--- config.mk ---
export PLATFORM = sky130hd
export DESIGN_NAME = mic_capture_ctrl
export DESIGN_NICKNAME = d
export VERILOG_FILES = /design/src/rtl/mic_capture_pkg.sv /design/src/rtl/mic_capture_ctrl_sample_fifo.sv /design/src/rtl/mic_capture_ctrl.sv
export SDC_FILE = /design/constraint.sdc
export NUM_CORES = 1
export LEC_CHECK = 0
export ABC_AREA = 1
export CAP_MARGIN = 20
export CORE_UTILIZATION = 50
export CTS_CLUSTER_SIZE = 40
export DETAILED_ROUTE_END_ITERATION = 8
export GPL_TIMING_DRIVEN = 0
export PLACE_DENSITY = 0.8
export SLEW_MARGIN = 20
export SYNTH_ARGS = -nofsm -noshare
export SYNTH_HDL_FRONTEND = slang
export SYNTH_HIERARCHICAL = 1
export SYNTH_SLANG_ARGS = --single-unit
export TNS_END_PERCENT = 50
--- constraint.sdc ---
create_clock -name pdm_clk -period 3.2 [get_ports pdm_clk]
set_input_delay 0.64 -clock pdm_clk [delete_from_list [all_inputs] [get_ports pdm_clk]]
set_output_delay 0.64 -clock pdm_clk [all_outputs]
set_load 0.01 [all_outputs]
--- src/rtl/mic_capture_pkg.sv ---
// Shared types for the PDM microphone capture controller.
// The optional peak meter is enabled with `define MIC_CAPTURE_PEAK_EN.
package mic_capture_pkg;

  typedef enum logic [1:0] {
    IDLE   = 2'd0,
    WAKE   = 2'd1,
    SETTLE = 2'd2,
    RUN    = 2'd3
  } mic_state_e;

  typedef logic signed [15:0] pcm_sample_t;

  localparam logic [15:0] PCM_MAX = 16'd32767;

  // Absolute value that saturates -32768 to +32767 so it fits the signed range.
  function automatic logic [15:0] pcm_magnitude(input pcm_sample_t s);
    if (s == 16'sh8000) return PCM_MAX;
    else if (s < 0)     return -s;
    else                return s;
  endfunction

endpackage

--- src/rtl/mic_capture_ctrl_sample_fifo.sv ---
// First-word-fall-through sample buffer; pointers carry one extra wrap bit
// so full and empty are distinguishable. Empty reads return zero.
module sample_fifo #(
  parameter int DEPTH = 8,
  parameter int WIDTH = 16
) (
  input  logic             clk_i,
  input  logic             rst_ni,
  input  logic             flush_i,
  input  logic             push_i,
  input  logic [WIDTH-1:0] data_i,
  input  logic             pop_i,
  output logic [WIDTH-1:0] data_o,
  output logic             full_o,
  output logic             empty_o
);

  localparam int AW = $clog2(DEPTH);

  logic [WIDTH-1:0] mem_q [DEPTH];
  logic [AW:0]      wr_ptr_q, rd_ptr_q;
  logic             do_push, do_pop;

  assign empty_o = (wr_ptr_q == rd_ptr_q);
  assign full_o  = (wr_ptr_q[AW] != rd_ptr_q[AW]) &&
                   (wr_ptr_q[AW-1:0] == rd_ptr_q[AW-1:0]);
  assign do_pop  = pop_i && !empty_o && !flush_i;
  assign do_push = push_i && (!full_o || do_pop) && !flush_i;
  assign data_o  = empty_o ? '0 : mem_q[rd_ptr_q[AW-1:0]];

  always_ff @(posedge clk_i or negedge rst_ni) begin
    if (!rst_ni) begin
      wr_ptr_q <= '0;
      rd_ptr_q <= '0;
    end else if (flush_i) begin
      wr_ptr_q <= '0;
      rd_ptr_q <= '0;
    end else begin
      if (do_push) wr_ptr_q <= wr_ptr_q + 1'b1;
      if (do_pop)  rd_ptr_q <= rd_ptr_q + 1'b1;
    end
  end

  always_ff @(posedge clk_i) begin
    if (do_push) mem_q[wr_ptr_q[AW-1:0]] <= data_i;
  end

endmodule

--- src/rtl/mic_capture_ctrl.sv ---
// Power-up sequencing, settle discard and sample buffering for the PDM mic path.
// Define MIC_CAPTURE_PEAK_EN to build the peak magnitude meter.
module mic_capture_ctrl
  import mic_capture_pkg::*;
#(
  parameter int WAKE_CYCLES    = 65536,
  parameter int SETTLE_SAMPLES = 16,
  parameter int FIFO_DEPTH     = 8
) (
  input  logic        pdm_clk,
  input  logic        rstn,
  input  logic        enable,
  input  logic        mute,
  output logic        mic_clk_en,
  output logic        dec_rstn,
  input  pcm_sample_t dec_pcm,
  input  logic        dec_valid,
  output pcm_sample_t smp_data,
  output logic        smp_valid,
  input  logic        smp_ready,
  output logic [1:0]  state,
  output logic        overflow,
  input  logic        ovf_clr,
  output logic [15:0] peak,
  input  logic        peak_clr
);

  localparam int WAKE_W      = (WAKE_CYCLES > 1) ? $clog2(WAKE_CYCLES) : 1;
  localparam int SETTLE_W    = (SETTLE_SAMPLES > 1) ? $clog2(SETTLE_SAMPLES) : 1;
  localparam int SETTLE_LAST = (SETTLE_SAMPLES > 0) ? SETTLE_SAMPLES - 1 : 0;

  mic_state_e          state_q, state_d;
  logic [WAKE_W-1:0]   wake_cnt_q, wake_cnt_d;
  logic [SETTLE_W-1:0] settle_cnt_q, settle_cnt_d;
  logic                flush, push_req, pop, fifo_full, fifo_empty, ovf_q;
  pcm_sample_t         push_data;

  assign push_data = mute ? 16'sh0000 : dec_pcm;
  assign pop       = smp_valid && smp_ready;
  assign smp_valid = !fifo_empty;
  assign state     = state_q;
  assign overflow  = ovf_q;

  // Dropping enable from any active state returns to IDLE with counters cleared.
  always_comb begin
    state_d      = state_q;
    wake_cnt_d   = wake_cnt_q;
    settle_cnt_d = settle_cnt_q;
    flush        = 1'b0;
    push_req     = 1'b0;
    if (state_q != IDLE && !enable) begin
      state_d      = IDLE;
      wake_cnt_d   = '0;
      settle_cnt_d = '0;
    end
    case (state_q)
      IDLE: begin
        wake_cnt_d   = '0;
        settle_cnt_d = '0;
        if (enable) begin
          state_d = WAKE;
          flush   = 1'b1;
        end
      end
      WAKE: if (enable) begin
        if (wake_cnt_q == WAKE_W'(WAKE_CYCLES - 1)) begin
          state_d    = (SETTLE_SAMPLES == 0) ? RUN : SETTLE;
          wake_cnt_d = '0;
        end else begin
          wake_cnt_d = wake_cnt_q + 1'b1;
        end
      end
      SETTLE: if (enable && dec_valid) begin
        if (settle_cnt_q == SETTLE_W'(SETTLE_LAST)) begin
          state_d      = RUN;
          settle_cnt_d = '0;
        end else begin
          settle_cnt_d = settle_cnt_q + 1'b1;
        end
      end
      RUN: push_req = dec_valid;
      default: state_d = IDLE;
    endcase
  end

  always_ff @(posedge pdm_clk or negedge rstn) begin
    if (!rstn) begin
      state_q      <= IDLE;
      wake_cnt_q   <= '0;
      settle_cnt_q <= '0;
      mic_clk_en   <= 1'b0;
      dec_rstn     <= 1'b0;
    end else begin
      state_q      <= state_d;
      wake_cnt_q   <= wake_cnt_d;
      settle_cnt_q <= settle_cnt_d;
      mic_clk_en   <= (state_d != IDLE);
      dec_rstn     <= (state_d == SETTLE) || (state_d == RUN);
    end
  end

  // A simultaneous pop frees a slot, so only a push against a full, unpopped FIFO drops.
  always_ff @(posedge pdm_clk or negedge rstn) begin
    if (!rstn)                              ovf_q <= 1'b0;
    else if (push_req && fifo_full && !pop) ovf_q <= 1'b1;
    else if (ovf_clr)                       ovf_q <= 1'b0;
  end

  sample_fifo #(.DEPTH(FIFO_DEPTH), .WIDTH(16)) u_fifo (
    .clk_i   (pdm_clk),
    .rst_ni  (rstn),
    .flush_i (flush),
    .push_i  (push_req),
    .data_i  (push_data),
    .pop_i   (pop),
    .data_o  (smp_data),
    .full_o  (fifo_full),
    .empty_o (fifo_empty)
  );

`ifdef MIC_CAPTURE_PEAK_EN
  logic [15:0] peak_q, push_mag;

  assign push_mag = pcm_magnitude(push_data);
  assign peak     = peak_q;

  always_ff @(posedge pdm_clk or negedge rstn) begin
    if (!rstn) peak_q <= '0;
    else if (push_req) begin
      if (peak_clr || push_mag > peak_q) peak_q <= push_mag;
    end else if (peak_clr) peak_q <= '0;
  end
`else
  logic peak_clr_unused;

  assign peak_clr_unused = peak_clr;
  assign peak            = '0;
`endif

endmodule

After elaboration in Yosys (flattened, before gate mapping)
Memory sizes are Yosys's and may differ from the RTL's.
Index checks and enable logic that the tools add are counted.
{"block": "totals", "regBits": 33, "inputBits": 24, "elab_cells": 74, "mem_count": 1, "ram_bits": 128, "out_inout_bits": 38}
{"name": "u_fifo.mem_q", "depth": 8, "word_bits": 16, "read_ports": 1, "rd_clocked_by_memory_dff": 0, "write_ports": 1, "line_no": "mic_capture_ctrl_sample_fifo.sv:20", "text": "logic [WIDTH-1:0] mem_q [DEPTH];"}
{"block": "op_classes", "mux": 28, "addsub": 4, "eq_ne": 10, "reduce_logical": 23}
{"op": "$mux 16", "n": 5}
{"op": "$pmux 16 s2", "n": 1}
{"op": "$mux 4", "n": 7}
{"op": "$add 16x1->16 const B", "n": 1}
{"op": "$eq 16x16->1 const B", "n": 1}
{"op": "$add 4x1->4 const B", "n": 3}
{"op": "$mux 2", "n": 6}
{"op": "$logic_and 1x1->1", "n": 10}
{"op": "$reduce_bool 2->1", "n": 5}
{"op": "$eq 2x2->1 const B", "n": 4}
{"op": "$pmux 4 s2", "n": 1}
{"op": "$mux 1", "n": 7}
{"op": "$pmux 2 s3", "n": 1}
{"op": "$logic_not 1->1", "n": 5}
{"op": "$eq 4x4->1", "n": 1}
{"op": "$eq 4x4->1 const B", "n": 1}
{"op": "$eq 3x3->1", "n": 1}
{"op": "$eq 2x1->1 const B", "n": 1}
{"op": "$logic_not 2->1", "n": 1}
{"op": "$logic_or 1x1->1", "n": 2}
{"op": "$ne 1x1->1", "n": 1}

Longest topological paths before layout
Gate-level depths: netlist (run 1).
{"block": "logic_depth", "depth_word": 10, "depth_mapped": 16, "ltp_nobuf": 14}

Hierarchy
The synthesis (run 1) kept the hierarchy.
{"mod": "sample_fifo", "cells_each": 447, "n_inst": 1, "area_per_inst_um2": 5579.1}
{"mod": "mic_capture_ctrl", "cells_each": 294, "n_inst": 1, "area_per_inst_um2": 1959.4}

Worst setup path after synthesis (run 1)
Ideal clock, no wire load.
{"block": "synth_path", "kind": "register to register", "startpoint": "register u_fifo.wr_ptr_q[1]", "endpoint": "memory u_fifo.mem_q[0][0], enable pin", "path_stages_with_launch": 16, "period_less_slack_ns": 2.859, "setup_time_ns": 0.388, "path_buffers": 2, "arrival_time_ns": 2.471, "slack_ns": 0.341, "cell_sequence": "dfrtp_1 -> buf_2 -> inv_1 -> nand2_1 -> nand2_2 -> nor2_4 -> nand3_4 -> buf_6 -> inv_1 -> inv_1 -> nand2_1 -> inv_1 -> inv_1 -> o2111ai_4 -> nand3_2 -> nor2_1"}
{"block": "synth_between", "elab_chain_len": 10, "elab_cells_between_ends": 13}
{"item": "from (decl)", "line_no": "mic_capture_ctrl_sample_fifo.sv:21", "text": "logic [AW:0] wr_ptr_q, rd_ptr_q;"}
{"item": "from (signal assigned)", "line_no": "mic_capture_ctrl_sample_fifo.sv:39", "text": "if (do_push) wr_ptr_q <= wr_ptr_q + 1'b1;"}
{"item": "$eq 4x4->1", "line_no": "mic_capture_ctrl_sample_fifo.sv:24", "text": "assign empty_o = (wr_ptr_q == rd_ptr_q);"}
{"item": "named net fifo_empty", "line_no": "mic_capture_ctrl.sv:35", "text": "logic flush, push_req, pop, fifo_full, fifo_empty, ovf_q;"}
{"item": "$logic_not 1->1", "line_no": "mic_capture_ctrl.sv:40", "text": "assign smp_valid = !fifo_empty;"}
{"item": "named net smp_valid", "line_no": "mic_capture_ctrl.sv:19", "text": "output logic smp_valid,"}
{"item": "$logic_and 1x1->1", "line_no": "mic_capture_ctrl.sv:39", "text": "assign pop = smp_valid && smp_ready;"}
{"item": "named net pop", "line_no": "mic_capture_ctrl.sv:35"}
{"item": "$logic_and 1x1->1 (2 in series)", "line_no": "mic_capture_ctrl_sample_fifo.sv:27", "text": "assign do_pop = pop_i && !empty_o && !flush_i;"}
{"item": "$logic_or 1x1->1", "line_no": "mic_capture_ctrl_sample_fifo.sv:28", "text": "assign do_push = push_i && (!full_o || do_pop) && !flush_i;"}
{"item": "$logic_and 1x1->1 (2 in series)", "line_no": "mic_capture_ctrl_sample_fifo.sv:28"}
{"item": "$mux 1", "line_no": "mic_capture_ctrl_sample_fifo.sv:45", "text": "if (do_push) mem_q[wr_ptr_q[AW-1:0]] <= data_i;"}
{"item": "$mux 1 (implied by the code)", "line_no": "mic_capture_ctrl_sample_fifo.sv:45"}
{"item": "to (decl)", "line_no": "mic_capture_ctrl_sample_fifo.sv:20"}
The timed path passes the listed nets, and every way through them passes these cells.

Worst setup path in the final report (run 1)
{"block": "layout_path", "startpoint": "register u_fifo.rd_ptr_q[0]", "endpoint": "output port smp_data[3]"}
{"block": "layout_between", "elab_chain_len": 2, "elab_cells_between_ends": 3}
{"item": "from (decl)", "line_no": "mic_capture_ctrl_sample_fifo.sv:21"}
{"item": "from (signal assigned)", "line_no": "mic_capture_ctrl_sample_fifo.sv:40", "text": "if (do_pop) rd_ptr_q <= rd_ptr_q + 1'b1;"}
{"item": "$mem_v2 8x16 / $eq 4x4->1 (equally long branches)"}
{"item": "$mux 16 *", "line_no": "mic_capture_ctrl_sample_fifo.sv:29", "text": "assign data_o = empty_o ? '0 : mem_q[rd_ptr_q[AW-1:0]];"}
{"item": "to (decl)", "line_no": "mic_capture_ctrl.sv:18", "text": "output pcm_sample_t smp_data,"}
Every way passes the cells marked *; elsewhere a longest branch is shown, timed or not.

==> results of run 1 <==
## worst max-delay path, cell delays in order, from the launching register on
cell and delay, ps:
sky130_fd_sc_hd__dfrtp_2 430, sky130_fd_sc_hd__clkbuf_1 440, sky130_fd_sc_hd__o21ai_0 180, sky130_fd_sc_hd__o22ai_1 220, sky130_fd_sc_hd__o21ai_0 120, sky130_fd_sc_hd__nor2_1 150, sky130_fd_sc_hd__clkdlybuf4s50_1 560
## power breakdown
part,switching [mW],internal (mW)
sequential,0.0435,2.27
clock,0.881,1.02
combinational,1.38,0.857
total,2.31,4.15
## flip-flops by register name, indices dropped and copies added (netlist names)
signal           cells
dec_rstn             1
u_fifo/mem_q       128
u_fifo/wr_ptr_q      4
u_fifo/rd_ptr_q      4
state                1
overflow             1
wake_cnt_q          16
mic_clk_en           1
settle_cnt_q         4
## final timing paths
check	slack (ps)	cells past startpoint	endpoint
worst max-delay path	30	6	smp_data[3]
worst min-delay path	120	1	wake_cnt_q[15]
worst max register to register	130	16	u_fifo/mem_q[2][2]
worst min register to register	540	2	overflow
max in group asynchronous	2650	2	u_fifo/rd_ptr_q[0]
min in group pdm_clk	540	2	overflow
## area by class of cell
type,instances,area share [%]
inverter,52,2.14
buffer,53,3.61
clock buffer,17,4.67
sequential,160,51.0
clock inverter,15,1.36
tap,184,2.53
multi-input combinational,490,27.7
timing repair buffer,59,6.99
## synthesized netlist by cell type (all sizes together), types with 3 or more instances
| master | n |
|---|---|
| inv | 52 |
| nand2 | 97 |
| buf | 34 |
| xor2 | 8 |
| a32o | 3 |
| nand3 | 63 |
| nor2 | 152 |
| clkbuf | 20 |
| dfrtp | 32 |
| o21bai | 3 |
| ha | 4 |
| o22ai | 32 |
| edfxtp | 128 |
| o21ai | 95 |
| nand4 | 6 |
## layer usage
layer / routed length [um] / share of wire (%) / up-vias / global-route usage, %
met5: 0 / 0 / - / 0
met4: 417 / 2.3 / 0 / 11.9
met3: 1650 / 8.9 / 39 / 4.94
met2: 9070 / 49 / 303 / 39.3
met1: 7270 / 40 / 2748 / 31.0
li1: - / - / 2709 / -
## logic make-up (layout without fill, tap and decap cells)
| family | count (synthesis) | count (layout) |
|---|---|---|
| flops | 160 | 160 |
| simple gates | 320 | 320 |
| buf+inv | 106 | 196 |
| compound gates | 140 | 140 |
| fa+ha+maj | 4 | 4 |
| xor+xnor | 10 | 10 |
| other cells | 1 | 16 |
## per-stage QoR
stage	hold WS, ps	total power, mW
detailed placement	534	4.51
global placement	511	4.45
floorplan	344	3.59
finish	117	6.45
global route	129	6.72
CTS	117	6.42
## cell usage in the layout (no fill, tap or decap), types with 7 or more instances in the layout
| cell type | count |
|---|---|
| sky130_fd_sc_hd__nor2_1 | 132 |
| sky130_fd_sc_hd__edfxtp_1 | 128 |
| sky130_fd_sc_hd__nand2_1 | 85 |
| sky130_fd_sc_hd__o21ai_0 | 78 |
| sky130_fd_sc_hd__nand3_1 | 60 |
| sky130_fd_sc_hd__inv_1 | 42 |
| sky130_fd_sc_hd__clkdlybuf4s50_1 | 40 |
| sky130_fd_sc_hd__o22ai_1 | 32 |
| sky130_fd_sc_hd__dfrtp_1 | 31 |
| sky130_fd_sc_hd__buf_4 | 30 |
| sky130_fd_sc_hd__clkbuf_16 | 17 |
| sky130_fd_sc_hd__conb_1 | 16 |
| sky130_fd_sc_hd__o21ai_1 | 15 |
| sky130_fd_sc_hd__nor2_4 | 14 |
| sky130_fd_sc_hd__inv_2 | 10 |
| sky130_fd_sc_hd__nand2_2 | 10 |
| sky130_fd_sc_hd__buf_2 | 10 |
| sky130_fd_sc_hd__xor2_1 | 8 |
| sky130_fd_sc_hd__clkbuf_2 | 8 |
| sky130_fd_sc_hd__clkbuf_1 | 7 |
## what timing repair did
action | CTS | global route
setup buffers | 0 | 7
endpoints found under the hold margin | 0 | 0
pin swaps | 1 | 7
gates resized for setup | 16 | 22
endpoints found under the setup margin | 85 | 143
==> summary by stage, run 1 <==
Outcome
The run finished, with violations left. The final reports fail on design-rule violations.

Placement
The worst setup timing slack at the placement stage is -597 ps. The global placer's final weighted congestion is 0.840. In this run the tool buffered the top-level ports with 43 buffer cells. The number of placed instances with taps included is 992. After detailed placement, the total cell area comes to 0.00840 mm^2. The post-detailed-placement half-perimeter wirelength is 12100 um.

GRT
Entering global routing, the biggest net connects 22 pins. The wire length of the first global-routing pass is 28400 um. The initial antenna violation count is 0. The via count of the first global-routing pass is 5561.

After global routing the overflow that remains totals 0. The overall routing resource usage is 24.2%.

Logic synthesis
Yosys mapped the design onto 38 distinct sky130hd cell types. After synthesis, the largest family of logic cells by area is simple AND/OR/NAND/NOR gates. In the synthesized netlist the dominant register cell turns out to be sky130_fd_sc_hd__edfxtp_1.

The synthesized netlist devotes 0.664% of its cell area to adder and majority cells. After synthesis, the mean cell area works out to 10.2 um^2. The post-synthesis mux area share is 0%.

The xor and xnor fraction of the mapped netlist area is 1.41%. After synthesis, the largest area contributor takes up 51.0% of total cell area. Of the total synthesized cell area, the portion taken by AND, OR, NAND and NOR gates is 19.0%. The fraction of the mapped netlist area in compound gates is 10.7%. In this run the cell area of the synthesized design comes to 0.00754 mm^2. For this run, the number of Yosys warnings is 6.

The share of synthesized flip-flops with an asynchronous set or reset is 20.0%. In this run, synthesis produced a sequential element count of 160. Of all cell types, the one taking the most synthesized area is sky130_fd_sc_hd__edfxtp_1.

The cell count after synthesis came out at 741. Yosys mapped a number of flops with a built-in enable equal to 128. Ranked by total cell area, the synthesized netlist is headed by sky130_fd_sc_hd__edfxtp_1 (51%), sky130_fd_sc_hd__dfrtp_1 (11%), sky130_fd_sc_hd__nor2_1 (7.0%). For this run, the register share of the synthesized area comes to 61.6%.

Min path
The path type of the worst min-delay path is in -> async.

Timing
The max-slew violation count is 0. For the final routed database, the setup TNS stands at 0 ps. The count of final setup violators is 0.

The number of failing hold endpoints at the final stage came to 0. The largest clock skew in the final design is 9.84 ps. The transition time at the pin with the least slew margin is 683 ps. Setup repair after global routing could not meet its margin everywhere. Counting I/O delays and the setup requirement, the final critical path takes 3170 ps.

The part of the cycle the worst path needs is 99.2%. The final worst-path setup slack is 25.4 ps. The top achievable clock speed is 315 MHz. The headroom to the max-slew limit is 54.5%.

Clocking
TritonCTS built the clock tree. For this design, the sink count on the clock tree is 160. The library cell used as clock root buffer is sky130_fd_sc_hd__clkbuf_16. Clock-pin slew was measured on the worst setup and hold paths at 70 ps.

In this run the number of H-tree levels came out at 4. The later-pin clock latency in the skew report is 430 ps. Counting along the longest clock path gives a buffer depth of 2.

The number of buffers inserted for hold repair after clock tree synthesis is 0. The clock buffer count from CTS is 17.

Route
The routed layout has 5799 vias. The count of TritonRoute iterations in the first routing pass is 7. After the first detailed-routing iteration, the DRC count stood at 661.

The per-cell routed wire length is 17.9 um. The vias per cell is 5.63. In the routed design, unresolved DRC markers number 14. The count of nets left with antenna violations after detail routing is 0. Wires add up to 18400 um.

Pwr
VDD sags by at most 630 uV. For this design the ratio of total power to cell area is 708 mW/mm^2. The analysis attributes to cell leakage a power of 3.55 nW.

Floorplanning
The initial utilization of the core area, before any placement, comes to 51.5%. The die height is 125 um. The die footprint is 0.0156 mm^2. The total area inside the core boundary comes to 0.0146 mm^2.

The x dimension of the die is 125 um. After floorplanning, the core was divided into 44 placement rows. The top-level port count is 62.

Critical path
STA classifies the critical path endpoint as a primary output. Along the worst path, the maximum fanout reaches 10. The critical path in this run is classified as reg -> out.

The arrival time reported for the critical path endpoint is 2530 ps. STA puts the critical path data required time at 2560 ps. The worst setup path is launched from a register. In this run the critical register-to-register path is launched from u_fifo/wr_ptr_q[1].

The most critical setup path has its startpoint at u_fifo/rd_ptr_q[0].

Finish
Counting the fill cells in the layout gives 1103. Summing all non-filler instances in the final layout gives an area of 0.00911 mm^2. The share of cells above drive strength 1 is 16.9%. The count of cells in the finished layout, fillers not included, comes to 1030. The sequential cell area in the final layout is 0.00465 mm^2. The multi-input combinational cells in the finished layout cover a total of 0.00252 mm^2. The post-layout utilization of the core is 62.2%. The number of antenna diodes in the final layout is 0. The number of nets in the finished design is 861. The synthesis-to-finish area growth is 20.8%.

Flow run
The number of violations of the max-capacitance limit is 0.
No activity file was read; power rests on OpenSTA's default activity.
==> inputs of run 2 (changes only) <==
Settings changed: PLACE_DENSITY 0.8 to 0.7.
Clock period 3.2 ns to 3.6 ns, I/O delays scaled along.
==> summary by stage, run 2 (same netlist as run 1, synthesis figures left out) <==
Outcome
The run finished, with violations left. The final reports fail on design-rule violations.

Critical path
STA puts the critical path data required time at 3730 ps. The arrival time reported for the critical path endpoint is 3690 ps. The endpoint type of the worst setup path is a register. The worst setup path is of the in -> reg kind. The critical path goes through clkdlybuf4s50_1, inv_2, clkbuf_1, nor2_1, o2111ai_4, nand3_2, nor2_2, buf_8. The slowest stage of the critical path is the sky130_fd_sc_hd__nor2_2 cell.

The worst setup path is launched from an input port. Along the worst path, the maximum fanout reaches 10. The highest cell delay on the worst timing path is 630 ps.

GRT
The pin count of the biggest net entering global routing is 25. The via count of the first global-routing pass came to 5658. The total congestion overflow after global routing is 0. The wire length of the first global-routing pass is 29600 um. The initial antenna violation count is 0. Global routing consumed, over all layers together, 25.3% of the routing resources.

Timing
Of the available clock period, the critical path in the final layout requires 98.7%. Setup repair after global routing could not meet its margin everywhere. In the post-route analysis, the smallest setup slack over all paths is 45.9 ps. Across all hold checks on the routed design, the worst slack comes to 157 ps. In this run the tightest slew margin relative to its limit is 51.5%. The count of final setup violators is 0.

The max-slew violation count is 0. The post-route minimum period is 3550 ps. For this run, the top clock speed supported by timing is 281 MHz.

At the pin with the least slew margin, the transition time is 727 ps. The number of failing hold endpoints at the final stage was 0. The largest clock skew in the final design is 13.0 ps.

Route
In the final routed layout, each cell accounts on average for 18.5 um. For this block, the via count after detailed routing is 5855. After detailed routing, the total wire length is 18900 um. The starting DRC count in detailed routing is 560. The routed length on met2 is 9080 um. The met3 wire length is 1530 um. The count of TritonRoute iterations in the first routing pass is 7.

After detailed routing, the number of remaining DRC violations is 16. Dividing the detail-routed via count by the number of cells gives 5.72. The count of nets left with antenna violations after detail routing is 0. The topmost layer with routed signal wires is met4.

The routed length on met1 is 7870 um.

Floorplanning
The die height is 125 um. The core footprint is 0.0146 mm^2. The top-level port count is 62. The floorplan step set the die width to 125 um. The number of cell rows is 44. The initial standard-cell utilization of the core is 51.5%. The die covers 0.0156 mm^2.

Clocking
The tree is rooted in a sky130_fd_sc_hd__clkbuf_16. The maximum root-to-sink buffer count is 2. Clock tree synthesis found a total of 160 sinks. The number of buffers inserted for hold repair after clock tree synthesis is 0. The quantity of gates resized following cts is 0. The clock input transition at the sequential cells of the worst setup and hold paths is 70 ps. The TritonCTS clock tree is yes. In this run, CTS created clock tree buffers numbering 17. The number of setup buffers added after CTS is 0. The later-pin clock latency in the skew report is 430 ps. The number of levels the H-tree was split into is 4.

Placement
The post-detailed-placement half-perimeter wirelength is 12600 um. At the end of routability-driven placement, the weighted congestion stood at 0.861. The count of input and output buffers is 43. OpenSTA, run right after detailed placement, puts the worst setup slack at -259 ps.

Pwr
In this run the power density over the cells is 640 mW/mm^2. IR analysis of the VDD net gives a maximum drop of 465 uV. The overall power is 5.73 mW. The total leakage power is 3.46 nW.

Min path
The path class of the tightest hold or removal check is in -> async.

Finish
The number of diodes is 0. From synthesis to final layout, the design area changed by 18.9%. The leading cell type in the layout, fill and taps excluded is sky130_fd_sc_hd__nor2_1. After filler insertion, the fill cell instance count of the layout stands at 1172.

After the last flow step, the layout net total stands at 855. In the layout the commonest cells are sky130_fd_sc_hd__nor2_1 (132), sky130_fd_sc_hd__edfxtp_1 (128), sky130_fd_sc_hd__nand2_1 (85). The register with the most flip-flops in the layout has 128 of them. In the final layout, the share of cells above drive strength 1 is 14.9%.

Flow run
The number of violations of the max-capacitance limit is 0.
-- run 2: cell count changes in the layout (fill, tap and decap cells not counted), moves of 3 or more --
cell | previous run | this run
sky130_fd_sc_hd__buf_2 | 10 | 13
sky130_fd_sc_hd__buf_4 | 30 | 20
sky130_fd_sc_hd__clkbuf_1 | 7 | 18
sky130_fd_sc_hd__clkbuf_2 | 8 | 3
sky130_fd_sc_hd__clkinv_4 | 0 | 3
sky130_fd_sc_hd__inv_8 | 3 | 0
sky130_fd_sc_hd__nor2_2 | 6 | 14
sky130_fd_sc_hd__nor2_4 | 14 | 6
-- run 2: critical path, delay by kind of cell --
kind                   cells  cell delay (ps)
buffers and inverters      4             1470
AND/OR/NAND/NOR            3             1150
AO/OA/AOI/OAI              1              340
-- run 2: layout make-up --
class                           instances  area [um^2]  area share [%]
Buffer                                 54          304            3.39
Timing Repair Buffer                   52          558            6.23
Clock inverter                         13          126            1.41
Clock buffer                           18          429            4.79
Inverter                               52          195            2.18
Sequential cell                       160         4640            51.8
Multi-Input combinational cell        490         2470            27.6
Tap cell                              184          230            2.57
-- run 2: per-stage QoR --
stage          TNS, ps  instances  cell area, um^2  util [%]
6_report             0       1023             8960      61.2
5_1_grt           -888       1023             8960      61.2
4_1_cts              0       1023             8960      61.2
3_5_place_dp    -13550        992             8400      57.4
3_3_place_gp   -104920        983             8260      56.4
2_1_floorplan        0        756             7590         -
-- run 2: power breakdown --
| group | leakage (nW) | switching [mW] | total (mW) | internal [mW] |
|---|---|---|---|---|
| Combinational | 1.58 | 1.24 | 1.98 | 0.735 |
| Clock | 0.272 | 0.744 | 1.70 | 0.960 |
| Sequential | 1.61 | 0.0308 | 2.05 | 2.02 |
-- run 2: layer usage --
layer  vias up  GRT usage [%]
met5         -              0
met3        34           5.50
li1       2707              -
met4         0           10.6
met2       293           41.0
met1      2821           32.9
-- run 2: worst paths after layout --
kind / slack (ps) / end / cells after the start / from
max reg2reg: 320 / u_fifo/mem_q[0][8] / 16 / u_fifo/wr_ptr_q[1]
max in group asynchronous: 3030 / settle_cnt_q[2] / 2 / rstn
min reg2reg: 530 / overflow / 2 / overflow
min: 160 / wake_cnt_q[10] / 1 / rstn
min in group pdm_clk: 530 / overflow / 2 / overflow
max: 50 / u_fifo/mem_q[0][8] / 8 / enable
